[config.mk]
export PLATFORM = sky130hd
export DESIGN_NAME = csi2tx_raw6_pixel_capture_flat
export DESIGN_NICKNAME = d
export VERILOG_FILES = /design/src/rtl/csi2tx_raw6_pixel_capture_if.sv /design/src/rtl/csi2tx_raw6_pixel_capture.sv /design/src/flat_wrapper.sv
export SDC_FILE = /design/constraint.sdc
export NUM_CORES = 1
export LEC_CHECK = 0
export ABC_AREA = 1
export CELL_PAD_IN_SITES_DETAIL_PLACEMENT = 0
export CELL_PAD_IN_SITES_GLOBAL_PLACEMENT = 1
export CORE_MARGIN = 4
export CORE_UTILIZATION = 39
export CTS_CLUSTER_DIAMETER = 150
export DETAILED_ROUTE_END_ITERATION = 8
export PLACE_DENSITY = 0.93
export SLEW_MARGIN = 40
export SYNTH_ARGS = -nofsm -noshare
export SYNTH_HDL_FRONTEND = slang
export SYNTH_SLANG_ARGS = --single-unit
[constraint.sdc]
create_clock -name clk -period 2.8 [get_ports clk]
set_input_delay 0.56 -clock clk [delete_from_list [all_inputs] [get_ports clk]]
set_output_delay 0.56 -clock clk [all_outputs]
set_load 0.005 [all_outputs]
[src/rtl/csi2tx_raw6_pixel_capture_if.sv]
// Sensor-side parallel pixel bus carrying the frame/line qualifiers and the RAW6 pixel.
// The sensor (or its model) is the master and the capture block is the slave.
interface csi2tx_raw6_pixel_capture_if;
  logic       sensor_frame_vld;
  logic       sensor_line_vld;
  logic       sensor_pixel_vld;
  logic [5:0] sensor_pixel_data;

  modport master (
    output sensor_frame_vld,
    output sensor_line_vld,
    output sensor_pixel_vld,
    output sensor_pixel_data
  );

  modport slave (
    input sensor_frame_vld,
    input sensor_line_vld,
    input sensor_pixel_vld,
    input sensor_pixel_data
  );
endinterface

[src/rtl/csi2tx_raw6_pixel_capture.sv]
// RAW6 capture front end: registers sensor pixels for the dword packer, marks end of line,
// and reports per-line pixel and byte counts plus a sticky line-length error.
module csi2tx_raw6_pixel_capture #(
  parameter int LINE_CNT_W = 16
) (
  input  logic                  clk,
  input  logic                  rst,
  csi2tx_raw6_pixel_capture_if.slave sensor,
  input  logic                  raw6_convrn_enable,
  input  logic [LINE_CNT_W-1:0] exp_line_pixels,
  output logic [5:0]            pixel_data,
  output logic [5:0]            pixel_data_d1,
  output logic                  pixel_data_vld,
  output logic [3:0]            pixel_cnt,
  output logic                  sensor_pixel_vld_falling_edge,
  output logic                  frame_start,
  output logic                  frame_end,
  output logic                  line_info_vld,
  output logic [LINE_CNT_W-1:0] line_pixel_total,
  output logic [LINE_CNT_W:0]   line_byte_cnt,
  output logic                  line_len_err
);

  typedef enum logic [1:0] {IDLE, FRAME, LINE, LINE_END} state_t;

  localparam logic [LINE_CNT_W+1:0] THREE = 3;

  state_t                  state_reg;
  logic [LINE_CNT_W-1:0]   line_cnt_reg;
  // Resets high so a frame already in progress at reset release is skipped.
  logic                    frame_vld_prev_reg;
  logic                    accept;
  logic                    line_done;
  logic [LINE_CNT_W+1:0]   byte_calc;

  assign accept = (state_reg == FRAME || state_reg == LINE) && sensor.sensor_frame_vld &&
                  sensor.sensor_line_vld && sensor.sensor_pixel_vld;
  assign line_done = !sensor.sensor_line_vld || !sensor.sensor_frame_vld;
  // ceil(count * 6 / 8) == (count * 3 + 3) >> 2
  assign byte_calc = ({2'b00, line_cnt_reg} * THREE + THREE) >> 2;

  always_ff @(posedge clk or posedge rst) begin
    if (rst) begin
      state_reg                     <= IDLE;
      line_cnt_reg                  <= '0;
      frame_vld_prev_reg            <= 1'b1;
      pixel_data                    <= '0;
      pixel_data_d1                 <= '0;
      pixel_data_vld                <= 1'b0;
      pixel_cnt                     <= '0;
      sensor_pixel_vld_falling_edge <= 1'b0;
      frame_start                   <= 1'b0;
      frame_end                     <= 1'b0;
      line_info_vld                 <= 1'b0;
      line_pixel_total              <= '0;
      line_byte_cnt                 <= '0;
      line_len_err                  <= 1'b0;
    end else begin
      frame_vld_prev_reg            <= sensor.sensor_frame_vld;
      sensor_pixel_vld_falling_edge <= 1'b0;
      frame_start                   <= 1'b0;
      frame_end                     <= 1'b0;
      line_info_vld                 <= 1'b0;
      pixel_data_vld                <= accept;
      if (!raw6_convrn_enable) begin
        state_reg        <= IDLE;
        line_cnt_reg     <= '0;
        pixel_data       <= '0;
        pixel_data_d1    <= '0;
        pixel_data_vld   <= 1'b0;
        pixel_cnt        <= '0;
        line_pixel_total <= '0;
        line_byte_cnt    <= '0;
        line_len_err     <= 1'b0;
      end else begin
        if (pixel_data_vld) pixel_cnt <= pixel_cnt + 4'd1;
        if (accept) begin
          pixel_data    <= sensor.sensor_pixel_data;
          pixel_data_d1 <= pixel_data;
          if (line_cnt_reg != '1) line_cnt_reg <= line_cnt_reg + 1'b1;
        end
        case (state_reg)
          IDLE: begin
            if (sensor.sensor_frame_vld && !frame_vld_prev_reg) begin
              state_reg    <= FRAME;
              frame_start  <= 1'b1;
              line_len_err <= 1'b0;
            end
          end
          FRAME: begin
            if (!sensor.sensor_frame_vld) begin
              state_reg <= IDLE;
              frame_end <= 1'b1;
            end else if (sensor.sensor_line_vld) begin
              state_reg <= LINE;
            end
          end
          LINE: begin
            if (line_done) begin
              state_reg                     <= LINE_END;
              sensor_pixel_vld_falling_edge <= 1'b1;
              pixel_data                    <= '0;
              line_pixel_total              <= line_cnt_reg;
              line_byte_cnt                 <= byte_calc[LINE_CNT_W:0];
              line_info_vld                 <= 1'b1;
              line_cnt_reg                  <= '0;
              if (line_cnt_reg != exp_line_pixels || line_cnt_reg[1:0] != 2'b00 ||
                  !sensor.sensor_frame_vld)
                line_len_err <= 1'b1;
            end
          end
          LINE_END: begin
            pixel_cnt <= '0;
            if (sensor.sensor_frame_vld) begin
              state_reg <= FRAME;
            end else begin
              state_reg <= IDLE;
              frame_end <= 1'b1;
            end
          end
          default: state_reg <= IDLE;
        endcase
      end
    end
  end

endmodule

[src/flat_wrapper.sv]
// flat-port wrapper written by rule: the top's interface ports become plain ports
module csi2tx_raw6_pixel_capture_flat 
#(
  parameter int LINE_CNT_W = 16
)
  (clk, rst, raw6_convrn_enable, exp_line_pixels, pixel_data, pixel_data_d1, pixel_data_vld, pixel_cnt, sensor_pixel_vld_falling_edge, frame_start, frame_end, line_info_vld, line_pixel_total, line_byte_cnt, line_len_err, sensor_sensor_frame_vld, sensor_sensor_line_vld, sensor_sensor_pixel_vld, sensor_sensor_pixel_data);
  csi2tx_raw6_pixel_capture_if sensor_i ();
  input  logic clk;
  input  logic rst;
  input  logic raw6_convrn_enable;
  input  logic [LINE_CNT_W-1:0] exp_line_pixels;
  output logic [5:0] pixel_data;
  output logic [5:0] pixel_data_d1;
  output logic pixel_data_vld;
  output logic [3:0] pixel_cnt;
  output logic sensor_pixel_vld_falling_edge;
  output logic frame_start;
  output logic frame_end;
  output logic line_info_vld;
  output logic [LINE_CNT_W-1:0] line_pixel_total;
  output logic [LINE_CNT_W:0] line_byte_cnt;
  output logic line_len_err;
  input wire logic [$bits(sensor_i.sensor_frame_vld)-1:0] sensor_sensor_frame_vld;
  input wire logic [$bits(sensor_i.sensor_line_vld)-1:0] sensor_sensor_line_vld;
  input wire logic [$bits(sensor_i.sensor_pixel_vld)-1:0] sensor_sensor_pixel_vld;
  input wire logic [$bits(sensor_i.sensor_pixel_data)-1:0] sensor_sensor_pixel_data;
  assign sensor_i.sensor_frame_vld = sensor_sensor_frame_vld;
  assign sensor_i.sensor_line_vld = sensor_sensor_line_vld;
  assign sensor_i.sensor_pixel_vld = sensor_sensor_pixel_vld;
  assign sensor_i.sensor_pixel_data = sensor_sensor_pixel_data;
  csi2tx_raw6_pixel_capture #(.LINE_CNT_W(LINE_CNT_W)) u_core (.clk(clk), .rst(rst), .sensor(sensor_i), .raw6_convrn_enable(raw6_convrn_enable), .exp_line_pixels(exp_line_pixels), .pixel_data(pixel_data), .pixel_data_d1(pixel_data_d1), .pixel_data_vld(pixel_data_vld), .pixel_cnt(pixel_cnt), .sensor_pixel_vld_falling_edge(sensor_pixel_vld_falling_edge), .frame_start(frame_start), .frame_end(frame_end), .line_info_vld(line_info_vld), .line_pixel_total(line_pixel_total), .line_byte_cnt(line_byte_cnt), .line_len_err(line_len_err));
endmodule
# Word-level counts from Yosys, hierarchy flattened
# Index checks and enable logic that the tools add are counted.
[classes] n_mux=42 n_eq_ne=14 addsub=3 n_reduce_logical=17 n_mul=1
[ops] operator="two-way mux 16 bit" n=8
[ops] operator="two-way mux 17 bit" n=3
[ops] operator="two-way mux 6 bit" n=6
[ops] operator="adder 18 x 2 -> 18 bit (second input constant)" n=1
[ops] operator="multiplier 16 x 2 -> 18 bit (second input constant)" n=1
[ops] operator="adder 16 x 1 -> 16 bit (second input constant)" n=1
[ops] operator="inequality test 16 bit" n=1
[ops] operator="inequality test 16 bit (second input constant)" n=1
[ops] operator="two-way mux 1 bit" n=15
[ops] operator="two-way mux 4 bit" n=3
[ops] operator="two-way mux 2 bit" n=5
[ops] operator="case mux 2 bit (4 select lines)" n=1
[ops] operator="inequality test 2 x 1 -> 1 bit (second input constant)" n=3
[ops] operator="inequality test 3 x 1 -> 1 bit (second input constant)" n=2
[ops] operator="inequality test 3 x 2 -> 1 bit (second input constant)" n=2
[ops] operator="adder 4 x 1 -> 4 bit (second input constant)" n=1
[ops] operator="== test 2 bit (second input constant)" n=2
[ops] operator="logical AND 1 bit" n=4
[ops] operator="logical OR 1 bit" n=4
[ops] operator="inequality test 4 bit (second input constant)" n=1
[ops] operator="AND reduction 4 bit" n=1
[ops] operator="logical NOT 1 bit" n=3
[ops] operator="inequality test 3 bit (second input constant)" n=1
[ops] operator="AND reduction 3 bit" n=1
[ops] operator="6 further kinds" n=6
[totals] word_cells=90 out_inout_bits=55 ff_bits=73

# Longest topological paths before layout
# Gate-level depths: netlist (run 1).
[depth] word_depth=9 mapped_depth=13

# Least setup slack after synthesis (run 1)
# OpenSTA, ideal clock, no wires.
[synth_timing] kind="reg-to-reg" startpoint="reg u_core.line_cnt_reg[11]" endpoint="reg u_core.line_byte_cnt[13]" arrival_ns=1.785 path_buffers=0 synth_period_minus_slack_ns=1.902 path_stages_with_launch=12 path_slack_ns=0.898 required_time_ns=2.683 cell_sequence="dfrtp_1 ha_1 ha_1 nand2_1 nor2_1 inv_1 nor3_1 nand2_1 nand2_1 nand2_1 nand3_1 nand2_1"
[synth_via] elab_chain_cells=5
[synth_lines] item="start, declared" line_no="csi2tx_raw6_pixel_capture.sv:29" rtl="logic [LINE_CNT_W-1:0] line_cnt_reg;"
[synth_lines] item="start signal, assigned" line_no="csi2tx_raw6_pixel_capture.sv:80" rtl="if (line_cnt_reg != '1) line_cnt_reg <= line_cnt_reg + 1'b1;"
[synth_lines] item="multiplier 16 x 2 -> 18 bit" line_no="csi2tx_raw6_pixel_capture.sv:40" rtl="assign byte_calc = ({2'b00, line_cnt_reg} * THREE + THREE) >> 2;"
[synth_lines] item="adder 18 x 2 -> 18 bit" line_no="csi2tx_raw6_pixel_capture.sv:40"
[synth_lines] item="two-way mux 17 bit" line_no="csi2tx_raw6_pixel_capture.sv:99" rtl="if (line_done) begin"
[synth_lines] item="two-way mux 17 bit" line_no="csi2tx_raw6_pixel_capture.sv:82" rtl="case (state_reg)"
[synth_lines] item="two-way mux 17 bit" line_no="csi2tx_raw6_pixel_capture.sv:65" rtl="if (!raw6_convrn_enable) begin"
[synth_lines] item="end signal, assigned" line_no="csi2tx_raw6_pixel_capture.sv:104" rtl="line_byte_cnt <= byte_calc[LINE_CNT_W:0];"
[synth_lines] item="end, declared" line_no="csi2tx_raw6_pixel_capture.sv:20" rtl="output logic [LINE_CNT_W:0] line_byte_cnt,"
# Every way passes these cells. The select of a mux whose other input is x is not followed.
# A chain may end at the register's enable or synchronous reset.

# Final worst setup path (run 1)
# Same ends and word-level chain as after synthesis.

==> results of run 1 <==
-- final cells by class --
class / instances / area (um2) / share of cell area
well taps: 140 / 175 / 0.0307
flip-flops and latches: 72 / 1800 / 0.316
clock inverters: 7 / 78.8 / 0.0138
clock buffers: 9 / 225 / 0.0395
multi-input cells: 417 / 2340 / 0.410
repair buffers: 88 / 876 / 0.154
inverters: 55 / 206 / 0.0362
-- synth_stat cells, types with 2 or more instances --
cell type  count
nand3_1       37
nand4_1        7
a211oi_1       2
nand2_2        3
xor2_1        17
nand2_1      146
nand3b_1       2
clkbuf_1       2
o21ai_0       37
dfrtp_1       71
nor3_1         7
a21oi_1       25
buf_6          2
or2_2          6
ha_1          41
nor2_1        56
inv_1         52
o21bai_1       2
buf_4          4
nor2_2         5
o21ai_1        2
o21a_1         2
inv_2          3
xnor2_1        4
buf_2          4
a22o_1         4
-- through the flow --
| stage | power [mW] | hold WS, ps | std cells | setup slack [ps] |
|---|---|---|---|---|
| floorplan | 1.31 | 456 | 556 | 417 |
| global placement | 1.44 | 449 | 772 | 522 |
| detailed placement | 1.45 | 465 | 772 | 442 |
| CTS | 2.64 | 487 | 788 | 596 |
| global route | 2.73 | 499 | 788 | 417 |
| finish | 2.61 | 482 | 788 | 617 |
-- layer usage --
metal  up-vias  GRT usage  wire length, um
li1       1984          -                -
met1      1887      0.243             5400
met2        87      0.319             5620
met3        11     0.0396              496
met4         0     0.0443              111
met5         -          0                0
-- power by group --
part / switching, mW / internal, mW / leakage, nW
clock: 0.478 / 0.700 / 0.144
combinational: 0.194 / 0.138 / 1.67
sequential: 0.0288 / 1.07 / 0.999
-- worst min-delay path: stages, from the launching register on --
cell     delay [ps]
dfrtp_1         340
nand2_1          60
nand2_1          50
-- final timing paths --
kind / start / to / cells past startpoint
max reg2reg: u_core.line_cnt_reg[11] / u_core.line_byte_cnt[13] / 11
max in group asynchronous: rst / u_core.line_byte_cnt[15] / 3
max: u_core.line_cnt_reg[11] / u_core.line_byte_cnt[13] / 11
min reg2reg: u_core.line_byte_cnt[9] / u_core.line_byte_cnt[9] / 2
min in group asynchronous: rst / u_core.line_pixel_total[13] / 2
min: u_core.line_byte_cnt[9] / u_core.line_byte_cnt[9] / 2
-- cells by family (layout without fill, tap and decap cells) --
family	count (synthesis)	count (layout)
adders and majority gates	41	41
buffers and inverters	67	159
other	1	1
and+or+nand+nor	275	275
DFF	72	72
xor gates and xnor gates	21	21
AOI/OAI and AO/OA	79	79
==> results.json, run 1 <==
{
  "ios": 83,
  "synth.top_cell.area_share": 0.401,
  "p_leak_nw": 2.82,
  "synth.net_count": 625,
  "crit_path_end_kind": "flip-flop",
  "placed_cell_area_mm2": 0.00540,
  "cts_setup_buffers": 0,
  "initial_core_util": 0.403,
  "cp_top_family": "simple AND/OR/NAND/NOR gates",
  "synth-xor-area-share": 0.0415,
  "vias_per_cell": 5.04,
  "placementRows": 38,
  "wl_per_cell_um": 14.8,
  "cpMaxStageDelayCell": "dfrtp_1",
  "synth_area_leader_cell": "dfrtp_1",
  "finalHoldViolCount": 0,
  "min_period_ps": 2180,
  "cpMostUsedCell": "nand2_1",
  "fp.dieW_um": 115,
  "cp_cell_sequence": "ha_1, ha_1, nand2_1, nor2_1, inv_1, nor3_1, nand2_1, nand2_1, nand2_1, nand3_1, nand2_1",
  "cp-start-kind": "flip-flop",
  "syn2layout_area_growth_pct": 28.8,
  "ys_top_cells_by_area": "dfrtp_1 40%, nand2_1 12%, ha_1 12%",
  "portBuffers": 81,
  "synth_warnings": 0,
  "die_area_mm2": 0.0131,
  "grt_util_all_layers": 0.187,
  "synth.avg_cell_area_um2": 7.97,
  "ctsHoldBuffers": 0,
  "clock_insertion_delay_worst_skew_ps": 340,
  "tightest_slew_ps": 647,
  "netlist_instances": 556,
  "final_common_cell": "nand2_1",
  "holdCritPathClass": "flip-flop to flip-flop",
  "grt-ovfl-total": 0,
  "ys_seq_elements": 72,
  "layout.cells.most_common_list": "146 x nand2_1, 81 x clkdlybuf4s50_1, 71 x dfrtp_1",
  "wirelength_mm": 11.6,
  "vias": 3969,
  "ys_types": 39,
  "setup_viol": 0,
  "drive_gt1_frac": 0.0741,
  "synthMuxAreaShare": 0,
  "nets": 712,
  "gp_congestion": 0.875,
  "rsz0062_at_grt": "no",
  "grt_pass1_wl_mm": 19.5,
  "yosys.area_share.simple": 0.271,
  "rrSetupSlack_ps": 620,
  "ys.flop_type": "dfrtp_1",
  "cts-buffers-inserted": 9,
  "ys_async_sr_fraction": 1.00,
  "arrival_ps": 2410,
  "critPathBufInv": 1,
  "fin_tns_setup_ps": 0,
  "syn-cell-area_mm2": 0.00443,
  "root_buffer": "clkbuf_16",
  "drt_pre_antenna_iters": 4,
  "grt_max_degree": 30,
  "cp.required_ps": 3030,
  "cts_resized": 0,
  "die_y_um": 115,
  "synth_top_family_by_area": "simple AND/OR/NAND/NOR gates",
  "fmax_mhz": 458,
  "cts.sinks": 72,
  "ant_nets": 0,
  "timing.final.max_slew_violations": 0,
  "synth_compound_area_frac": 0.0994,
  "maxSlewHeadroom": 0.568,
  "fin_worst_skew_ps": 7.64,
  "crit_type": "flip-flop to flip-flop",
  "outcome": "finished clean",
  "cp_max_fo": 7,
  "slowest_delay_ps": 510,
  "drt_iter0_markers": 228,
  "drc": 0,
  "grt_pass1_vias": 3988,
  "max_cap_violations": 0,
  "antenna_found_initial": 0,
  "layout_worst_path_cycle_share": 0.780,
  "vdd_ir_drop_max_uv": 228,
  "n_antenna_cell": 0,
  "dp_hpwl_mm": 8.98,
  "clkTransAtPathRegs_ps": 60,
  "synth_edf_count": 0,
  "powerDensity_mw_per_mm2": 457,
  "core-area_mm2": 0.0110,
  "cts_tree": "yes",
  "fillCellCount": 1060,
  "clockBufferDepth": 2,
  "htree_levels": 3,
  "synth_adder_area_share": 0.116,
  "final_util": 0.519,
  "design_area_mm2": 0.00570,
  "ys_seq_area_frac": 0.407
}
Note: power is estimated with default switching activity, not from simulation.
==> run 2: changes to the inputs <==
==> constraint.sdc (replaced) <==
create_clock -name clk -period 2.1 [get_ports clk]
set_input_delay 0.42 -clock clk [delete_from_list [all_inputs] [get_ports clk]]
set_output_delay 0.42 -clock clk [all_outputs]
set_load 0.005 [all_outputs]
==> run 2 against run 1 <==
Effect of this change:
- non-clock buffer count grew 27
- largest cell class unchanged
- sequential cell count is the same
- final area grew 7.5%
- clock-buffer cell count is the same
- utilization grew 3.9 points
- setup slack lost 510 ps
- worst hold slack lost 45 ps
- clock skew shrank 1.3 ps
- final cell count grew 3.4%
==> results.json, run 2 (synthesis gave the netlist of run 1 again) <==
{
  "cts.sinks": 72,
  "reg2regPathDepth": 9,
  "clockBufferDepth": 2,
  "drt_pre_antenna_iters": 4,
  "die_y_um": 115,
  "cts-buffers-inserted": 9,
  "gp_congestion": 0.842,
  "vias": 4078,
  "drt_iter0_markers": 169,
  "clock_insertion_delay_worst_skew_ps": 340,
  "finalWorstSetupSlack_ps": 111,
  "register_area_mm2": 0.00181,
  "wirelength_mm": 12.3,
  "fp.dieW_um": 115,
  "outcome": "finished clean",
  "cp_max_fo": 12,
  "p_leak_nw": 2.93,
  "initial_core_util": 0.403,
  "design_area_mm2": 0.00613,
  "ctsHoldBuffers": 0,
  "dp_slack_ps": 16.0,
  "vdd_ir_drop_max_uv": 373,
  "fmax_mhz": 503,
  "cts_tree": "yes",
  "placementRows": 38,
  "grt_pass1_wl_mm": 19.9,
  "powerDensity_mw_per_mm2": 571,
  "grt_max_degree": 20,
  "max_cap_violations": 0,
  "nets": 739,
  "endpoint": "u_core.line_cnt_reg[5]",
  "layout_worst_path_cycle_share": 0.947,
  "use_met2": 0.306,
  "vias_per_cell": 5.00,
  "crit_type": "flip-flop to flip-flop",
  "grt_pass1_vias": 3994,
  "fin_tns_setup_ps": 0,
  "grt_util_met3": 0.0370,
  "root_buffer": "clkbuf_16",
  "drc": 0,
  "cp-start-kind": "flip-flop",
  "syn2layout_area_growth_pct": 38.4,
  "n_antenna_cell": 0,
  "fin_worst_skew_ps": 6.35,
  "ios": 83,
  "crit_start": "u_core.line_cnt_reg[9]",
  "arrival_ps": 2250,
  "holdCritPathClass": "primary input to async pin",
  "portBuffers": 81,
  "grt_util_all_layers": 0.192,
  "layout.cells.most_common_list": "143 x nand2_1, 81 x clkdlybuf4s50_1, 65 x dfrtp_1",
  "wl_per_cell_um": 15.1,
  "finalPower_mw": 3.50,
  "ant_nets": 0,
  "htree_levels": 3,
  "worstReg2RegStart": "u_core.line_cnt_reg[9]",
  "cp.required_ps": 2360,
  "rsz0062_at_grt": "yes",
  "fillCellCount": 1005,
  "die_area_mm2": 0.0131,
  "final_util": 0.558,
  "busiest_layer": "met2",
  "grt-ovfl-total": 0,
  "crit_path_end_kind": "flip-flop",
  "place_inst": 795,
  "regToRegEndpoint": "u_core.line_cnt_reg[5]",
  "clkTransAtPathRegs_ps": 70,
  "drive_gt1_frac": 0.156,
  "min_period_ps": 1990,
  "use_met1": 0.265,
  "core-area_mm2": 0.0110,
  "placed_cell_area_mm2": 0.00561,
  "finalHoldViolCount": 0,
  "setup_viol": 0,
  "whs_ps": 437,
  "final_common_cell": "nand2_1",
  "rrSetupSlack_ps": 110,
  "timing.final.max_slew_violations": 0,
  "multiInputGateArea_mm2": 0.00253,
  "stdcell_count": 815,
  "dp_hpwl_mm": 9.43,
  "antenna_found_initial": 0
}
-- run 2: cell count changes in the layout (fill, tap and decap cells not counted), moves of 3 or more --
cell and change:
buf_4 +24, ha_1 -12, ha_4 +11, dfrtp_1 -6, dfrtp_2 +6, a21oi_1 -5, a21oi_2 +5, buf_12 +3
nand2_1 -3, nand2_2 +3, nand3_1 -3, nand3_2 +3
-- run 2: layout make-up --
type | count | area share
inverters | 55 | 0.0343
well taps | 140 | 0.0286
clock inverters | 7 | 0.0112
multi-input cells | 417 | 0.412
flip-flops and latches | 72 | 0.295
repair buffers | 115 | 0.182
clock buffers | 9 | 0.0367
-- run 2: routing by layer --
layer  part of all wire  wire length [um]
met4              0.011               135
met5                  0                 0
met3              0.052               636
met2               0.48              5910
met1               0.46              5670
-- run 2: repair_timing --
action | CTS | global route
pin swaps | 0 | 6
gates resized for setup | 1 | 37
setup endpoints to repair | 1 | 11
buffers inserted | 0 | 4
-- run 2: worst min path at each step --
stage	to	cells past startpoint	slack, ps
floorplan	u_core.frame_vld_prev_reg	0	420
global placement	u_core.pixel_cnt[3]	1	450
detailed placement	u_core.line_len_err	2	470
CTS	u_core.line_cnt_reg[3]	2	430
global route	u_core.line_cnt_reg[3]	2	460
finish	u_core.line_cnt_reg[3]	2	440
-- run 2: worst max-delay path, cell delays in order (launching register included) --
cell     delay [ps]
dfrtp_1         400
ha_1            290
nand2_1          70
nor2_1          170
nand4_2         140
nand2_2         270
inv_1           170
nand2_1         140
o21ai_0          90
a21oi_1         160
-- run 2: power by group --
part | switching [mW] | internal [mW]
Combinational | 0.273 | 0.216
Sequential | 0.0375 | 1.43
Clock | 0.706 | 0.840
Total | 1.02 | 2.48
